[src/rtl/thermometer_poller.sv]
// rtl/thermometer_poller.sv - periodic temperature sensor poller over a simple mem bus
//
// Every PERIOD_CYCLES while enabled, it writes 1 to BASE_ADDR+4 to start a
// conversion. It then waits SETTLE_CYCLES and reads the result byte from
// BASE_ADDR+8. It publishes the raw byte and a 4-sample running mean.
//
// Ports:
//   clk, resetn          clock, asynchronous active-low reset
//   enable               periodic polling enabled
//   clear_err            clears the sticky timeout flag
//   mem_valid/mem_ready  bus handshake (master side)
//   mem_addr/mem_wdata   bus address and write data
//   mem_wstrb            byte write strobes (0 for reads)
//   mem_rdata            bus read data (only [7:0] is used)
//   temp_raw             last sampled byte
//   temp_avg             mean of the last 4 samples
//   sample_stb           one-cycle pulse when a new sample lands
//   busy                 a bus transaction is in flight
//   err                  sticky: a bus access timed out

module thermometer_poller #(
  parameter logic [31:0] BASE_ADDR      = 32'h0000_0000,
  parameter int unsigned PERIOD_CYCLES  = 1000000,
  parameter int unsigned SETTLE_CYCLES  = 16384,
  parameter int unsigned TIMEOUT_CYCLES = 255
) (
  input  logic        clk,
  input  logic        resetn,
  input  logic        enable,
  input  logic        clear_err,
  output logic        mem_valid,
  input  logic        mem_ready,
  output logic [31:0] mem_addr,
  output logic [31:0] mem_wdata,
  output logic [3:0]  mem_wstrb,
  input  logic [31:0] mem_rdata,
  output logic [7:0]  temp_raw,
  output logic [7:0]  temp_avg,
  output logic        sample_stb,
  output logic        busy,
  output logic        err
);

  typedef enum logic [2:0] {IDLE, WRITE, SETTLE, READ, UPDATE} state_t;

  localparam logic [31:0] WR_ADDR      = BASE_ADDR + 32'd4;
  localparam logic [31:0] RD_ADDR      = BASE_ADDR + 32'd8;
  localparam logic [31:0] PERIOD_LAST  = 32'(PERIOD_CYCLES - 1);
  localparam logic [31:0] SETTLE_LAST  = 32'(SETTLE_CYCLES - 1);
  localparam logic [31:0] TIMEOUT_LAST = 32'(TIMEOUT_CYCLES - 1);

  state_t          state_q;
  logic [31:0]     per_cnt_q, per_cnt_d;
  logic            pending_q, pending_d;
  logic            per_tick;
  logic [31:0]     settle_cnt_q;
  logic [31:0]     tmo_cnt_q;
  logic            first_q;
  logic [3:0][7:0] hist_q;
  logic [9:0]      hist_sum;

  logic            mem_valid_q;
  logic [31:0]     mem_addr_q;
  logic [31:0]     mem_wdata_q;
  logic [3:0]      mem_wstrb_q;
  logic [7:0]      temp_raw_q;
  logic [7:0]      temp_avg_q;
  logic            sample_stb_q;
  logic            err_q;

  // Only the low byte of the read data carries the temperature.
  logic            unused_rdata;
  assign unused_rdata = ^mem_rdata[31:8];

  // ---------------------------------------------------------------------
  // Period counter and single-entry request flag
  // ---------------------------------------------------------------------
  assign per_tick = enable && (per_cnt_q == PERIOD_LAST);

  always_comb begin
    per_cnt_d = per_cnt_q;
    pending_d = pending_q;
    if (!enable) begin
      per_cnt_d = '0;
      pending_d = 1'b0;
    end else begin
      per_cnt_d = per_tick ? '0 : per_cnt_q + 32'd1;
      // A tick while already pending changes nothing, so the extra request
      // is dropped. A tick in the cycle IDLE consumes the flag re-arms it.
      if (per_tick) begin
        pending_d = 1'b1;
      end else if (state_q == IDLE) begin
        pending_d = 1'b0;
      end
    end
  end

  always_ff @(posedge clk or negedge resetn) begin
    if (!resetn) begin
      per_cnt_q <= '0;
      pending_q <= 1'b0;
    end else begin
      per_cnt_q <= per_cnt_d;
      pending_q <= pending_d;
    end
  end

  // ---------------------------------------------------------------------
  // Transaction FSM with registered bus and sample outputs
  // ---------------------------------------------------------------------
  assign hist_sum = {2'b00, hist_q[0]} + {2'b00, hist_q[1]}
                  + {2'b00, hist_q[2]} + {2'b00, hist_q[3]};

  always_ff @(posedge clk or negedge resetn) begin
    if (!resetn) begin
      state_q      <= IDLE;
      settle_cnt_q <= '0;
      tmo_cnt_q    <= '0;
      first_q      <= 1'b1;
      hist_q       <= '0;
      mem_valid_q  <= 1'b0;
      mem_addr_q   <= '0;
      mem_wdata_q  <= '0;
      mem_wstrb_q  <= '0;
      temp_raw_q   <= '0;
      temp_avg_q   <= '0;
      sample_stb_q <= 1'b0;
      err_q        <= 1'b0;
    end else begin
      sample_stb_q <= 1'b0;
      // A timeout below assigns err_q later in this block, so set wins.
      if (clear_err) begin
        err_q <= 1'b0;
      end

      case (state_q)
        IDLE: begin
          if (pending_q) begin
            state_q     <= WRITE;
            mem_valid_q <= 1'b1;
            mem_addr_q  <= WR_ADDR;
            mem_wdata_q <= 32'd1;
            mem_wstrb_q <= 4'b0001;
            tmo_cnt_q   <= '0;
          end
        end

        WRITE: begin
          // Ready is checked before the timeout, so a ready in the expiry
          // cycle still counts as a completed access.
          if (mem_ready) begin
            state_q      <= SETTLE;
            mem_valid_q  <= 1'b0;
            mem_addr_q   <= '0;
            mem_wdata_q  <= '0;
            mem_wstrb_q  <= '0;
            settle_cnt_q <= '0;
          end else if (tmo_cnt_q == TIMEOUT_LAST) begin
            state_q     <= IDLE;
            mem_valid_q <= 1'b0;
            mem_addr_q  <= '0;
            mem_wdata_q <= '0;
            mem_wstrb_q <= '0;
            err_q       <= 1'b1;
          end else begin
            tmo_cnt_q <= tmo_cnt_q + 32'd1;
          end
        end

        SETTLE: begin
          if (settle_cnt_q == SETTLE_LAST) begin
            state_q     <= READ;
            mem_valid_q <= 1'b1;
            mem_addr_q  <= RD_ADDR;
            tmo_cnt_q   <= '0;
          end else begin
            settle_cnt_q <= settle_cnt_q + 32'd1;
          end
        end

        READ: begin
          if (mem_ready) begin
            // The sample is published on entry to UPDATE, so temp_raw and
            // sample_stb are both visible during the UPDATE cycle.
            state_q      <= UPDATE;
            mem_valid_q  <= 1'b0;
            mem_addr_q   <= '0;
            temp_raw_q   <= mem_rdata[7:0];
            sample_stb_q <= 1'b1;
            first_q      <= 1'b0;
            if (first_q) begin
              hist_q <= {4{mem_rdata[7:0]}};
            end else begin
              hist_q <= {hist_q[2:0], mem_rdata[7:0]};
            end
          end else if (tmo_cnt_q == TIMEOUT_LAST) begin
            state_q     <= IDLE;
            mem_valid_q <= 1'b0;
            mem_addr_q  <= '0;
            err_q       <= 1'b1;
          end else begin
            tmo_cnt_q <= tmo_cnt_q + 32'd1;
          end
        end

        UPDATE: begin
          state_q    <= IDLE;
          temp_avg_q <= hist_sum[9:2];
        end

        default: begin
          state_q <= IDLE;
        end
      endcase
    end
  end

  assign mem_valid  = mem_valid_q;
  assign mem_addr   = mem_addr_q;
  assign mem_wdata  = mem_wdata_q;
  assign mem_wstrb  = mem_wstrb_q;
  assign temp_raw   = temp_raw_q;
  assign temp_avg   = temp_avg_q;
  assign sample_stb = sample_stb_q;
  assign busy       = (state_q != IDLE);
  assign err        = err_q;

endmodule

[config.mk]
export PLATFORM = sky130hd
export DESIGN_NAME = thermometer_poller
export DESIGN_NICKNAME = d
export VERILOG_FILES = /design/src/rtl/thermometer_poller.sv
export SDC_FILE = /design/constraint.sdc
export NUM_CORES = 1
export LEC_CHECK = 0
export ABC_AREA = 1
export CORE_MARGIN = 8
export CORE_UTILIZATION = 39
export DETAILED_ROUTE_END_ITERATION = 16
export PLACE_DENSITY = 0.62
export SKIP_LAST_GASP = 1
export SYNTH_ARGS = -nofsm -noshare
export SYNTH_HDL_FRONTEND = slang
export SYNTH_SLANG_ARGS = --single-unit
[constraint.sdc]
create_clock -name clk -period 3.6 [get_ports clk]
set_input_delay 0.36 -clock clk [delete_from_list [all_inputs] [get_ports clk]]
set_output_delay 0.36 -clock clk [all_outputs]
set_load 0.01 [all_outputs]
==> flow_summary.ini <==
[outcome]
outcome = finished clean

[synth]
synthesis.area_um2 = 9780
synth-seq-cells = 147
synthFlopType = dfrtp_1
synth_area_per_cell_um2 = 7.11
synth_cell_type_count = 39
synth_edf_count = 0
synthArstFlopShare_pct = 100
ys_seq_area_share_pct = 37.6
syn_inst = 1375
yosys_warnings = 0

[pwr]
clkPwrFrac_pct = 52.9
combPwrFrac_pct = 2.6
seqPwrFrac_pct = 44.5
p_int_mw = 2.86
p_sw_mw = 0.867
ir_drop_mv = 0.324
swShare_pct = 23.3
power.density_nw_per_um2 = 345
leakage_nw = 5.01

[critical_path]
arrival_ps = 3150
path_cells = inv_1 > fa_1 > inv_1 > fa_1 > nand2_1 > nor2_1 > fa_1 > nand3_1 > nand2_1 > nand2_1 > nand2_1 > a21oi_1 > nor2_1 > o21ai_0 > nand2_1
path_max_fanout = 3
crit_top_cell = nand2_1
crit_type = reg2reg
endpoint_kind = register
crit_path_top_delay_cell = fa_1
slowest_delay_ps = 530
start_kind = register
required_ps = 3920

[routing]
wire_per_inst_um = 13.3
via_count = 8206
drt_iter0_markers = 441
remaining_drc_errors = 0
detail_route.vias_per_cell = 4.71
ant_nets = 0
drtPass1Iterations = 5
drt_wl_total_um = 23200

[clocking]
cts_sinks = 147
ctsLongestPathBuffers = 2
cts_made_buffers = 17
cts-resized-gates = 0
clock-root-buffer = clkbuf_16
clk_latency_ps = 430
cts_tree = built
clkSlewWorstSetupHoldPaths_ps = 70
ctsHtreeMaxLevel = 4

[timing]
rsz0062_at_grt = no
period_share_pct = 78.6
worst_slack_ps = 771
skew_ps = 18.2
worstMarginPinSlew_ps = 845
max-slew-margin-rel_pct = 43.6
finalCriticalPeriod_ps = 2830
drv_slew = 0
fmax_mhz = 354
setup_violations = 0
finalHoldViolCount = 0
finalSetupTns_ps = 0

[global_routing]
grt_pass1_wl_um = 39200
grt.total_usage_pct = 15.4
grt_max_degree = 73
grt-ovfl-total = 0
antenna_found_initial = 0
grt_pass1_vias = 7996

[layout]
n_antenna_cell = 0
layout.nets = 1462
area_growth_pct = 10.3
layout-drive-gt1-share_pct = 4.75

[floorplan]
dieArea_um2 = 30400
row_count = 58
die_h_um = 174
ios = 125
core-area_um2 = 24900
die_w_um = 174
initial_core_util_pct = 39.3

[place]
dp_hpwl_um = 17300
gp_congestion = 0.935
io_buffer_count = 36
place_ws_ps = 737

[hold_path]
hp-class = reg2reg

[run]
cap_violations = 0
==> metal layers <==
metal / share of wire (%) / track usage, % / vias up / wire, µm
li1: - / - / 4209 / -
met1: 48 / 20.4 / 3822 / 11000
met2: 48 / 26.0 / 155 / 11100
met3: 3.5 / 2.47 / 20 / 800
met4: 0.94 / 3.49 / 0 / 218
met5: 0 / 0 / - / 0
==> worst max-delay path: cells and delay by family, from the launching register on <==
kind                       cells  cell delay [ps]
AOI/OAI and AO/OA              2              320
adders and majority gates      3             1370
buffers and inverters          2              130
DFF                            1              350
and+or+nand+nor                8              530
==> power by group through the flow <==
stage | Combinational, mW | Sequential, mW | Clock [mW]
after floorplan | 0.0920 | 1.69 | 0
after global placement | 0.0967 | 1.69 | 0
after detailed placement | 0.0966 | 1.69 | 0
after CTS | 0.0979 | 1.66 | 2.01
after global routing | 0.113 | 1.66 | 2.08
final | 0.0968 | 1.66 | 1.97
==> per-stage QoR <==
stage	utilization [%]	cell area [µm²]	power [mW]	hold WS, ps	cells
global route	43.3	10800	3.85	504	1741
global placement	40.7	10100	1.78	431	1708
finish	43.3	10800	3.72	486	1741
CTS	43.3	10800	3.77	490	1741
detailed placement	40.7	10100	1.78	427	1708
floorplan	-	10000	1.78	64.4	1438
==> logic make-up after synthesis <==
logic type / synth area share, %
AOI/OAI and AO/OA: 7.72
xor gates and xnor gates: 5.02
adders and majority gates: 4.68
buffers and inverters: 13.3
DFF: 37.6
other: 0.0384
and+or+nand+nor: 31.6
==> cells in the final DEF, fill, tap and decap left out, types with 20 or more instances in the layout <==
cell type,instances
clkdlybuf4s50_1,35
nand2_1,401
dfrtp_1,146
o21ai_1,20
o21ai_0,99
nand3_1,51
conb_1,64
xor2_1,48
inv_1,157
nor2_1,187
nor3_1,45
==> cells in the mapped netlist (6+ instances only) <==
master,n,area (µm²)
xor2_1,48,420
o21ai_0,99,495
inv_1,157,589
xnor2_1,8,70.1
nand3_1,51,255
nand4_1,19,119
buf_2,8,40.0
dfrtp_1,146,3650
buf_4,75,563
o21ai_1,20,100
clkbuf_1,12,45.0
nor3_1,45,225
ha_1,11,138
nand3b_1,6,45.0
nor2_2,6,37.5
fa_1,16,320
nand2_1,401,1510
nor2_1,187,702
a21oi_1,14,70.1
==> sequential cells by signal, summed over array words and instances, names as in the netlist, 2 cells and up <==
signal / count
temp_raw: 8
settle_cnt_q: 32
tmo_cnt_q: 32
state_q: 3
hist_q: 24
mem_addr: 2
temp_avg: 8
per_cnt_q: 32
==> final cells by class <==
cell class                 instances  area, µm²
multi-input combinational       1030       5030
timing repair buffer              42        422
clock buffer                      17        425
fill                            2556      14100
sequential                       147       3680
inverter                         160        601
tap                              330        413
clock inverter                    15        218
==> what timing repair did <==
action | CTS | global route
hold endpoints to repair | 69 | 0
setup buffers | 0 | 0
hold buffers | 1 | 0
==> path summary, 6_finish.rpt <==
| path | to | startpoint | depth (start not counted) | slack (ps) |
|---|---|---|---|---|
| setup / recovery | temp_avg[7]$_DFFE_PN0N_ | temp_raw[1]$_DFFE_PN0P_ | 15 | 770 |
| hold / removal | temp_avg[0]$_DFFE_PN0N_ | temp_avg[0]$_DFFE_PN0N_ | 2 | 490 |
| setup reg to reg | temp_avg[7]$_DFFE_PN0N_ | temp_raw[1]$_DFFE_PN0P_ | 15 | 770 |
| hold reg to reg | temp_avg[0]$_DFFE_PN0N_ | temp_avg[0]$_DFFE_PN0N_ | 2 | 490 |
| max in group asynchronous | settle_cnt_q[30]$_DFFE_PN0P_ | resetn | 3 | 2240 |
| min in group asynchronous | per_cnt_q[6]$_DFF_PN0_ | resetn | 2 | 500 |
Note: power is estimated with default switching activity, not from simulation.
